**src/rtl/mem_stage_ctrl_pkg.sv**
```systemverilog
// Shared definitions for the memory-stage controller: FSM encoding,
// write-back select codes, default widths and the branch-condition helper.
package mem_stage_ctrl_pkg;

    localparam int DEF_AWIDTH  = 32;
    localparam int DEF_DWIDTH  = 32;
    localparam int DEF_TIMEOUT = 16;

    typedef enum logic {
        ST_IDLE = 1'b0,
        ST_WAIT = 1'b1
    } state_e;

    // Write-back select codes carried through MEM/WB; a bubble reuses the ALU code.
    localparam logic [1:0] MEMTOREG_ALU    = 2'd0;
    localparam logic [1:0] MEMTOREG_MEM    = 2'd1;
    localparam logic [1:0] MEMTOREG_PC     = 2'd2;
    localparam logic [1:0] MEMTOREG_BUBBLE = MEMTOREG_ALU;

    function automatic logic branch_taken(
        input logic beq,
        input logic bne,
        input logic blez,
        input logic bgtz,
        input logic zero,
        input logic neg
    );
        return (beq & zero) | (bne & ~zero) | (blez & (zero | neg)) |
               (bgtz & ~zero & ~neg);
    endfunction

endpackage

```
**src/rtl/mem_stage_ctrl_memwbreg.sv**
```systemverilog
// MEM/WB pipeline register: captures a completing instruction, or inserts a
// bubble (no register write) while the memory stage is stalled.
module memwbreg
    import mem_stage_ctrl_pkg::*;
#(
    parameter int DWIDTH = DEF_DWIDTH
) (
    input  logic              clk,
    input  logic              rst_n,
    input  logic              capture_i,
    input  logic              load_i,
    input  logic              abort_i,
    input  logic [1:0]        memtoreg_i,
    input  logic              regwr_i,
    input  logic [DWIDTH-1:0] aluout_i,
    input  logic [4:0]        regdst_i,
    input  logic [DWIDTH-1:0] rdata_i,
    output logic [1:0]        memtoreg_o,
    output logic              regwr_o,
    output logic [DWIDTH-1:0] aluout_o,
    output logic [DWIDTH-1:0] memdata_o,
    output logic [4:0]        regdst_o
);

    logic [1:0]        memtoreg_q, memtoreg_d;
    logic              regwr_q, regwr_d;
    logic [DWIDTH-1:0] aluout_q, aluout_d;
    logic [DWIDTH-1:0] memdata_q, memdata_d;
    logic [4:0]        regdst_q, regdst_d;

    always_comb begin
        memtoreg_d = memtoreg_q;
        regwr_d    = regwr_q;
        aluout_d   = aluout_q;
        memdata_d  = memdata_q;
        regdst_d   = regdst_q;
        if (capture_i) begin
            memtoreg_d = memtoreg_i;
            regwr_d    = regwr_i & ~abort_i;
            aluout_d   = aluout_i;
            regdst_d   = regdst_i;
            // Load data only moves on an acked read; an aborted access zeroes it.
            if (load_i) begin
                memdata_d = rdata_i;
            end else if (abort_i) begin
                memdata_d = '0;
            end
        end else begin
            memtoreg_d = MEMTOREG_BUBBLE;
            regwr_d    = 1'b0;
        end
    end

    always_ff @(posedge clk or negedge rst_n) begin
        if (!rst_n) begin
            memtoreg_q <= '0;
            regwr_q    <= 1'b0;
            aluout_q   <= '0;
            memdata_q  <= '0;
            regdst_q   <= '0;
        end else begin
            memtoreg_q <= memtoreg_d;
            regwr_q    <= regwr_d;
            aluout_q   <= aluout_d;
            memdata_q  <= memdata_d;
            regdst_q   <= regdst_d;
        end
    end

    assign memtoreg_o = memtoreg_q;
    assign regwr_o    = regwr_q;
    assign aluout_o   = aluout_q;
    assign memdata_o  = memdata_q;
    assign regdst_o   = regdst_q;

endmodule

```
**src/rtl/mem_stage_ctrl.sv**
```systemverilog
// Memory-stage controller: dmem request/ack FSM with timeout abort, branch and
// jump resolution, and the MEM/WB register feeding write-back.
module mem_stage_ctrl
    import mem_stage_ctrl_pkg::*;
#(
    parameter int AWIDTH  = DEF_AWIDTH,
    parameter int DWIDTH  = DEF_DWIDTH,
    parameter int TIMEOUT = DEF_TIMEOUT
) (
    input  logic              clk,
    input  logic              rst_n,
    input  logic              memwrin,
    input  logic              memrdin,
    input  logic              bbnein,
    input  logic              bbeqin,
    input  logic              bblezin,
    input  logic              bbgtzin,
    input  logic              jumpin,
    input  logic [1:0]        memtoregin,
    input  logic              regwrin,
    input  logic [DWIDTH-1:0] aluoutin,
    input  logic              zeroin,
    input  logic              negativein,
    input  logic [4:0]        regdstmuxin,
    input  logic [DWIDTH-1:0] regdata2in,
    input  logic [AWIDTH-1:0] branaddrin,
    input  logic [AWIDTH-1:0] jmpaddrin,
    output logic              dmem_req,
    output logic              dmem_we,
    output logic [AWIDTH-1:0] dmem_addr,
    output logic [DWIDTH-1:0] dmem_wdata,
    input  logic              dmem_ack,
    input  logic [DWIDTH-1:0] dmem_rdata,
    output logic              mem_stall,
    output logic              pcsrc,
    output logic [AWIDTH-1:0] pctarget,
    output logic              dmem_err,
    output logic [1:0]        memtoregout,
    output logic              regwrout,
    output logic [DWIDTH-1:0] aluoutout,
    output logic [DWIDTH-1:0] memdataout,
    output logic [4:0]        regdstout,
    output logic              dbg_state_o
);

    localparam int              CW       = (TIMEOUT > 2) ? $clog2(TIMEOUT) : 1;
    localparam logic [CW-1:0]   CNT_LAST = CW'(TIMEOUT - 1);

    state_e            state_q, state_d;
    logic              req_q, req_d;
    logic              we_q, we_d;
    logic              err_q, err_d;
    logic [AWIDTH-1:0] addr_q, addr_d;
    logic [DWIDTH-1:0] wdata_q, wdata_d;
    logic [CW-1:0]     cnt_q, cnt_d;
    logic              stall;
    logic              wb_load;
    logic              wb_abort;
    logic              taken;

    always_comb begin
        state_d  = state_q;
        req_d    = req_q;
        we_d     = we_q;
        err_d    = err_q;
        addr_d   = addr_q;
        wdata_d  = wdata_q;
        cnt_d    = cnt_q;
        stall    = 1'b0;
        wb_load  = 1'b0;
        wb_abort = 1'b0;
        case (state_q)
            ST_IDLE: begin
                // dmem_ack is deliberately ignored here.
                if (memrdin | memwrin) begin
                    stall   = 1'b1;
                    addr_d  = aluoutin[AWIDTH-1:0];
                    wdata_d = regdata2in;
                    we_d    = memwrin;
                    req_d   = 1'b1;
                    cnt_d   = '0;
                    state_d = ST_WAIT;
                end
            end
            ST_WAIT: begin
                cnt_d = cnt_q + 1'b1;
                if (dmem_ack) begin
                    req_d   = 1'b0;
                    wb_load = ~we_q;
                    state_d = ST_IDLE;
                end else if (cnt_q == CNT_LAST) begin
                    req_d    = 1'b0;
                    err_d    = 1'b1;
                    wb_abort = 1'b1;
                    state_d  = ST_IDLE;
                end else begin
                    stall = 1'b1;
                end
            end
            default: begin
                req_d   = 1'b0;
                state_d = ST_IDLE;
            end
        endcase
    end

    always_ff @(posedge clk or negedge rst_n) begin
        if (!rst_n) begin
            state_q <= ST_IDLE;
            req_q   <= 1'b0;
            we_q    <= 1'b0;
            err_q   <= 1'b0;
            addr_q  <= '0;
            wdata_q <= '0;
            cnt_q   <= '0;
        end else begin
            state_q <= state_d;
            req_q   <= req_d;
            we_q    <= we_d;
            err_q   <= err_d;
            addr_q  <= addr_d;
            wdata_q <= wdata_d;
            cnt_q   <= cnt_d;
        end
    end

    assign taken = branch_taken(bbeqin, bbnein, bblezin, bbgtzin, zeroin, negativein);

    // A stalled instruction may only redirect in its completion cycle.
    assign pcsrc    = (jumpin | taken) & ~stall;
    assign pctarget = jumpin ? jmpaddrin : branaddrin;

    assign mem_stall   = stall;
    assign dmem_req    = req_q;
    assign dmem_we     = we_q;
    assign dmem_addr   = addr_q;
    assign dmem_wdata  = wdata_q;
    assign dmem_err    = err_q;
    assign dbg_state_o = state_q;

    memwbreg #(
        .DWIDTH(DWIDTH)
    ) u_memwb (
        .clk       (clk),
        .rst_n     (rst_n),
        .capture_i (~stall),
        .load_i    (wb_load),
        .abort_i   (wb_abort),
        .memtoreg_i(memtoregin),
        .regwr_i   (regwrin),
        .aluout_i  (aluoutin),
        .regdst_i  (regdstmuxin),
        .rdata_i   (dmem_rdata),
        .memtoreg_o(memtoregout),
        .regwr_o   (regwrout),
        .aluout_o  (aluoutout),
        .memdata_o (memdataout),
        .regdst_o  (regdstout)
    );

endmodule

```
**config.mk**
```make
export PLATFORM = sky130hd
export DESIGN_NAME = mem_stage_ctrl
export DESIGN_NICKNAME = d
export VERILOG_FILES = /design/src/rtl/mem_stage_ctrl_pkg.sv /design/src/rtl/mem_stage_ctrl_memwbreg.sv /design/src/rtl/mem_stage_ctrl.sv
export SDC_FILE = /design/constraint.sdc
export NUM_CORES = 1
export LEC_CHECK = 0
export ABC_AREA = 1
export BUFFER_PORTS_ARGS = -buffer_cell sky130_fd_sc_hd__buf_2
export CAP_MARGIN = 5
export CELL_PAD_IN_SITES_DETAIL_PLACEMENT = 0
export CELL_PAD_IN_SITES_GLOBAL_PLACEMENT = 1
export CORE_ASPECT_RATIO = 1.25
export CORE_MARGIN = 4
export CORE_UTILIZATION = 27
export DETAILED_ROUTE_END_ITERATION = 8
export HOLD_SLACK_MARGIN = 0.02
export PLACE_DENSITY = 0.79
export REMOVE_ABC_BUFFERS = 1
export SYNTH_ARGS = -nofsm -noshare
export SYNTH_HDL_FRONTEND = slang
export SYNTH_SLANG_ARGS = --single-unit
```
**constraint.sdc**
```tcl
create_clock -name clk -period 1.3 [get_ports clk]
set_input_delay 0.195 -clock clk [delete_from_list [all_inputs] [get_ports clk]]
set_output_delay 0.195 -clock clk [all_outputs]
set_load 0.05 [all_outputs]
```
## Yosys cells after proc, flatten, opt, wreduce, memory -nomap -nowiden

Cells that the tools add are included.
W data, S select, Z words.

| word-level totals | value |
|---|---|
| flip-flop bits (word level) | 144 |
| bits of input ports | 180 |
| output and inout bits | 174 |
| word-level logic and storage cells | 61 |

| cells by class | value |
|---|---|
| add/subtract/negate cells | 1 |
| eq/ne operators | 3 |
| mux-type cells | 20 |
| bitwise gates (word level) | 20 |
| reductions and logical operators | 5 |

Operators by type and width:

| operator | count |
|---|---|
| $mux W32 | 3 |
| $mux W1 | 12 |
| $pmux W4 S2 | 1 |
| $and A1 B1 Y1 | 7 |
| $not A1 Y1 | 7 |
| $or A1 B1 Y1 | 6 |
| $reduce_and A2 Y1 | 3 |
| $add A4 B1 Y4 const B | 1 |
| $eq A4 B4 Y1 const B | 1 |
| $mux W4 | 1 |
| $pmux W1 S2 | 2 |
| $ne A3 B2 Y1 const B | 1 |
| $reduce_and A3 Y1 | 1 |
| $mux W2 | 1 |
| $ne A2 B2 Y1 const B | 1 |
| $reduce_bool A2 Y1 | 1 |

## Longest topological paths before layout

| logic depth | value |
|---|---|
| depth after elaboration | 7 |
| mapped depth | 8 |
| depth with buffers taken out | 6 |

## Modules after synthesis

From an unflattened synthesis, not the netlist that was laid out.

| unflattened totals | value |
|---|---|
| cell total of the unflattened synthesis | 732 |
| area total of the unflattened synthesis | 5989.5 sq um |

Modules (own cells, without submodules):

| module | times used | cells each | area an instance (sq um) | sequential area each (sq um) |
|---|---|---|---|---|
| mem_stage_ctrl | 1 | 429 | 3210.6 | 1801.7 |
| memwbreg | 1 | 303 | 2778.9 | 1801.7 |

## Worst setup path after synthesis

OpenSTA, ideal clock, no wires.

| timing | value |
|---|---|
| path type | flip-flop to output port |
| start | register state_q, in the netlist dbg_state_o |
| end | output pcsrc |
| arrival | 2.108 ns |
| data required time | 1.105 ns |
| path slack | -1.003 ns |
| cell stages (with the launch flop) | 7 |
| buffers on the path | 2 |
| cells stage by stage | dfrtp_1 -> inv_2 -> nand2_2 -> nand2_2 -> buf_6 -> buf_6 -> a21oi_1 |

| between the ends | value |
|---|---|
| word-level cells in the longest chain between the ends | 4 |

RTL lines:

| item | RTL line | text |
|---|---|---|
| start: declaration | mem_stage_ctrl.sv:49 | `state_e state_q, state_d;` |
| start signal: assignment | mem_stage_ctrl.sv:117 | `state_q <= state_d;` |
| $not A1 Y1 (no line) | -- |  |
| $pmux W1 S2 (*) | mem_stage_ctrl.sv:72 | `case (state_q)` |
| named net mem_stall | mem_stage_ctrl.sv:34 | `output logic mem_stall,` |
| $not A1 Y1 (no line) (*) | -- |  |
| $and A1 B1 Y1 (*) | mem_stage_ctrl.sv:130 | `assign pcsrc = (jumpin \| taken) & ~stall;` |
| end: declaration | mem_stage_ctrl.sv:35 | `output logic pcsrc,` |

Mark *: on every way through the listed nets, which the timed path passes. The rest lies on a longest branch.

## Worst setup path after layout

| timing | value |
|---|---|
| start | register cnt_q[1] |
| end | output mem_stall |

| between the ends | value |
|---|---|
| word-level cells in the longest chain between the ends | 4 |

RTL lines:

| item | RTL line | text |
|---|---|---|
| start: declaration | mem_stage_ctrl.sv:55 | `logic [CW-1:0] cnt_q, cnt_d;` |
| start signal: assignment | mem_stage_ctrl.sv:123 | `cnt_q <= cnt_d;` |
| $eq A4 B4 Y1 | mem_stage_ctrl.sv:91 | `end else if (cnt_q == CNT_LAST) begin` |
| $mux W1 | mem_stage_ctrl.sv:91 |  |
| $mux W1 | mem_stage_ctrl.sv:87 | `if (dmem_ack) begin` |
| $pmux W1 S2 | mem_stage_ctrl.sv:72 |  |
| end: declaration | mem_stage_ctrl.sv:34 |  |

Every way passes these cells.

==> run_summary.xml <==
<?xml version="1.0" encoding="UTF-8"?>
<metrics>
  <group name="outcome">
    <metric name="result_of_the_run" unit="">finished, violations left</metric>
    <metric name="failed_checks" unit="">setup timing</metric>
  </group>
  <group name="clock_network">
    <metric name="max-clock-path-buffers" unit="">2</metric>
    <metric name="cts_tree" unit="">yes</metric>
    <metric name="numCtsBuffers" unit="">17</metric>
    <metric name="clk_pin_slew" unit="ns">0.07</metric>
    <metric name="clock_tree.htree_level_count" unit="">4</metric>
    <metric name="clock_net_sink_count" unit="">144</metric>
    <metric name="cts-root-buf" unit="">sky130_fd_sc_hd__clkbuf_16</metric>
    <metric name="insertion_delay_to_the_later_sink_of_the_worst_skew_pair" unit="ns">0.41</metric>
  </group>
  <group name="power_and_ir_drop">
    <metric name="cell_internal_pwr" unit="uW">12800</metric>
    <metric name="static_power_due_to_leakage" unit="uW">0.00600</metric>
    <metric name="clkPwrFrac" unit="%">19.7</metric>
    <metric name="power.net_switching" unit="uW">12400</metric>
    <metric name="pwr-share-comb" unit="%">51.7</metric>
    <metric name="register_share_of_total_power" unit="%">28.6</metric>
    <metric name="power_density" unit="nW/um^2">2330</metric>
    <metric name="swShare" unit="%">49.2</metric>
    <metric name="worst_ir_drop_vdd" unit="V">0.00139</metric>
  </group>
  <group name="critical_path">
    <metric name="cp-end-kind" unit="">output port</metric>
    <metric name="worstPathRequired" unit="ns">1.11</metric>
    <metric name="crit_fanout" unit="">4</metric>
    <metric name="critical_path_startpoint_category" unit="">register</metric>
    <metric name="worst-r2r-cell-count" unit="">10</metric>
    <metric name="setup.worst_path.class" unit="">reg2out</metric>
    <metric name="signal_arrival_time_at_the_worst_endpoint" unit="ns">1.52</metric>
    <metric name="r2r_slack" unit="ns">-0.28</metric>
    <metric name="r2r_end" unit="">u_memwb.regdst_o[1]$_DFFE_PN0N_</metric>
    <metric name="worstReg2RegStart" unit="">cnt_q[1]$_DFFE_PN0P_</metric>
  </group>
  <group name="floorplanning">
    <metric name="design.portCount" unit="">354</metric>
    <metric name="core_rows" unit="">60</metric>
    <metric name="die_area" unit="sq um">24400</metric>
    <metric name="initial_util" unit="%">27.5</metric>
    <metric name="core_region_area" unit="sq um">21500</metric>
    <metric name="die_width" unit="microns">140</metric>
    <metric name="die_h" unit="microns">173</metric>
  </group>
  <group name="hold_path">
    <metric name="worstHoldStart" unit="">aluoutin[7]</metric>
    <metric name="worst_hold_path.endpoint" unit="">u_memwb.aluout_o[7]$_DFFE_PN0N_</metric>
    <metric name="holdCritPathClass" unit="">in2reg</metric>
    <metric name="holdPathStages" unit="">3</metric>
  </group>
  <group name="layout">
    <metric name="post_route_cells_drive_above_1_share" unit="%">44.7</metric>
    <metric name="finish.net_count" unit="">1370</metric>
    <metric name="instances_no_fill" unit="">1481</metric>
    <metric name="post_route_utilization" unit="%">50.3</metric>
    <metric name="final_cell_area" unit="sq um">10800</metric>
    <metric name="area_growth" unit="%">83.3</metric>
  </group>
  <group name="flow_run">
    <metric name="max_cap_viol_count" unit="">0</metric>
  </group>
  <group name="global_route">
    <metric name="number_of_antenna_violations_at_the_first_check_in_global_routing" unit="">3</metric>
    <metric name="grt_use_total" unit="%">17.1</metric>
    <metric name="grt_pass1_vias" unit="">6426</metric>
    <metric name="overflow" unit="">0</metric>
    <metric name="grt_max_degree" unit="">64</metric>
    <metric name="grt_first_pass_wirelength" unit="microns">33500</metric>
  </group>
  <group name="timing">
    <metric name="fmaxAchievable" unit="MHz">583</metric>
    <metric name="final.setup.tns" unit="ns">-12.81</metric>
    <metric name="report.final.slew_viol_count" unit="">0</metric>
    <metric name="setup_repair_after_global_routing_missed_its_margin" unit="">true</metric>
    <metric name="post-route-period-util" unit="%">132</metric>
    <metric name="final_critical_path_setup_slack" unit="ns">-0.417</metric>
    <metric name="tightest_slew" unit="ns">0.279</metric>
    <metric name="timing.max_slew.rel_slack" unit="%">81.4</metric>
    <metric name="setup_violations" unit="">74</metric>
    <metric name="report.final.hold_viol_count" unit="">0</metric>
    <metric name="post-route-min-period" unit="ns">1.72</metric>
    <metric name="fin_skew" unit="ns">0.00998</metric>
  </group>
  <group name="synth">
    <metric name="synthFlopType" unit="">sky130_fd_sc_hd__dfrtp_1</metric>
    <metric name="ys_async_sr_fraction" unit="%">100</metric>
    <metric name="postSynthRegisterBits" unit="">144</metric>
    <metric name="synth_cell_type_count" unit="">19</metric>
    <metric name="synth_top_area_share" unit="%">60.9</metric>
    <metric name="syn_area_per_cell" unit="sq um">8.48</metric>
    <metric name="synth-edff-count" unit="">0</metric>
    <metric name="synthesis.area" unit="sq um">5920</metric>
    <metric name="post_synth_inst_count" unit="">698</metric>
    <metric name="synth.largest_area_cell" unit="">sky130_fd_sc_hd__dfrtp_1</metric>
    <metric name="synth_sequential_area_ratio" unit="%">60.9</metric>
    <metric name="synth_area_leaders" unit="">sky130_fd_sc_hd__dfrtp_1 (61%), sky130_fd_sc_hd__nand2_1 (22%), sky130_fd_sc_hd__nand3_1 (3.4%), sky130_fd_sc_hd__o21ai_0 (3.3%), sky130_fd_sc_hd__inv_1 (2.8%)</metric>
    <metric name="yosysWarningCount" unit="">0</metric>
  </group>
  <group name="place">
    <metric name="post-dp-hpwl" unit="microns">15200</metric>
    <metric name="placement.setup.worst_slack" unit="ns">-0.261</metric>
    <metric name="dp.cells" unit="">1339</metric>
    <metric name="finalWeightedCongestion" unit="">0.806</metric>
    <metric name="total_placed_instance_area" unit="sq um">8420</metric>
    <metric name="number_of_buffers_added_on_ports" unit="">353</metric>
  </group>
  <group name="detailed_routing">
    <metric name="vias" unit="">6428</metric>
    <metric name="drt-wirelength-per-cell" unit="microns">15.2</metric>
    <metric name="drt_iter0_markers" unit="">220</metric>
    <metric name="drt_first_pass_iters" unit="">4</metric>
    <metric name="antenna_left" unit="">0</metric>
    <metric name="drc" unit="">0</metric>
    <metric name="drt-vias-per-instance" unit="">4.34</metric>
    <metric name="drt_wl_total" unit="microns">22500</metric>
  </group>
</metrics>
synthesized netlist by cell type (2+ instances only):
cell,number
sky130_fd_sc_hd__nand2_1,346
sky130_fd_sc_hd__dfrtp_1,144
sky130_fd_sc_hd__inv_1,44
sky130_fd_sc_hd__nand3_1,40
sky130_fd_sc_hd__o21ai_0,39
sky130_fd_sc_hd__o21ai_1,30
sky130_fd_sc_hd__clkbuf_1,19
sky130_fd_sc_hd__buf_2,12
sky130_fd_sc_hd__nor2_1,6
sky130_fd_sc_hd__buf_6,5
sky130_fd_sc_hd__nand2_2,3
sky130_fd_sc_hd__buf_4,2
sky130_fd_sc_hd__inv_2,2
cells by family after synthesis:
group	share of synthesized area [%]
simple gates	26.5
flops	60.9
compound gates	5.92
buf+inv	6.35
fa+ha+maj	0.211
xor+xnor	0.148
metal layers:
metal  up-vias  share of wire, %  global-route usage, %
met5         -             0.053                      0
met4         2               2.6                   6.26
met3        34               8.1                   5.38
met2       279                53                   31.7
met1      2971                36                   18.1
li1       3142                 -                      -
state kept, by name (all words and copies together), names as in the netlist:
register and flops:
u_memwb.aluout_o 32, u_memwb.regwr_o 1, dmem_wdata 32, dbg_state_o 1, u_memwb.memtoreg_o 2, cnt_q 4
dmem_addr 32, dmem_err 1, dmem_we 1, dmem_req 1, u_memwb.memdata_o 32, u_memwb.regdst_o 5
worst max path at each step:
| stage | end | start | slack, ns | cells past startpoint |
|---|---|---|---|---|
| 2_1_floorplan | pcsrc | dbg_state_o$_DFF_PN0_ | -2.67 | 4 |
| 3_3_place_gp | mem_stall | cnt_q[0]$_DFFE_PN0P_ | -0.22 | 6 |
| 3_5_place_dp | mem_stall | cnt_q[0]$_DFFE_PN0P_ | -0.26 | 6 |
| 4_1_cts | pcsrc | cnt_q[1]$_DFFE_PN0P_ | -0.47 | 6 |
| 5_1_grt | mem_stall | cnt_q[0]$_DFFE_PN0P_ | -0.50 | 6 |
| 6_report | mem_stall | cnt_q[1]$_DFFE_PN0P_ | -0.42 | 6 |
what timing repair did:
item / 4_1_cts / 5_1_grt
hold buffers: 84 / 0
setup endpoints to repair: 79 / 153
endpoints found under the hold margin: 227 / 0
gates cloned: 4 / 7
buffers inserted: 10 / 7
gates resized for setup: 43 / 141
pin swaps: 3 / 13
critical path: stages (launching register included):
cell	delay, ns
sky130_fd_sc_hd__dfrtp_1	0.39
sky130_fd_sc_hd__ha_2	0.19
sky130_fd_sc_hd__nand3_2	0.07
sky130_fd_sc_hd__nand2_2	0.07
sky130_fd_sc_hd__nand2_4	0.12
sky130_fd_sc_hd__buf_12	0.14
sky130_fd_sc_hd__buf_12	0.13
area by class of cell:
cell class	count	area, sq um
Sequential cell	144	3600
Tap cell	279	349
Multi-Input combinational cell	470	2290
Antenna cell	1	2.50
Clock buffer	17	425
Fill cell	1996	10700
Timing Repair Buffer	510	3830
Inverter	46	180
Clock inverter	14	169
power groups by stage:
stage               logic (uW)  registers, uW  clock network (uW)
global route             13800           7400                5330
detailed placement       11600           7060                   0
finish                   13100           7210                4970
global placement         11500           7050                   0
CTS                      12100           7060                5140
floorplan                 2200          12800                   0
cells in the final DEF, fill, tap and decap left out, types with 2 or more instances in the layout:
master,count
sky130_fd_sc_hd__dlygate4sd3_1,84
sky130_fd_sc_hd__inv_1,42
sky130_fd_sc_hd__buf_12,19
sky130_fd_sc_hd__clkinvlp_4,3
sky130_fd_sc_hd__bufinv_16,2
sky130_fd_sc_hd__nand3_4,2
sky130_fd_sc_hd__inv_6,7
sky130_fd_sc_hd__dfrtp_1,144
sky130_fd_sc_hd__nand2_2,20
sky130_fd_sc_hd__nand2_1,318
sky130_fd_sc_hd__o21ai_1,17
sky130_fd_sc_hd__nand2_4,10
sky130_fd_sc_hd__o21ai_0,37
sky130_fd_sc_hd__nand3_1,15
sky130_fd_sc_hd__clkbuf_4,29
sky130_fd_sc_hd__nor2_4,3
sky130_fd_sc_hd__buf_16,5
sky130_fd_sc_hd__buf_4,40
sky130_fd_sc_hd__buf_6,18
sky130_fd_sc_hd__inv_8,3
sky130_fd_sc_hd__clkbuf_16,24
sky130_fd_sc_hd__o21ai_2,15
sky130_fd_sc_hd__nor2_1,4
sky130_fd_sc_hd__buf_2,305
sky130_fd_sc_hd__nand3_2,23
sky130_fd_sc_hd__inv_2,2
sky130_fd_sc_hd__buf_8,3
through the flow:
| step | power, uW | hold WS [ns] |
|---|---|---|
| final | 25200 | 0.0397 |
| after global routing | 26500 | 0.0216 |
| after CTS | 24300 | 0.0206 |
| after detailed placement | 18700 | 0.0837 |
| after global placement | 18600 | 0.0868 |
| after floorplan | 15000 | -0.101 |
Note: power is estimated with default switching activity, not from simulation.
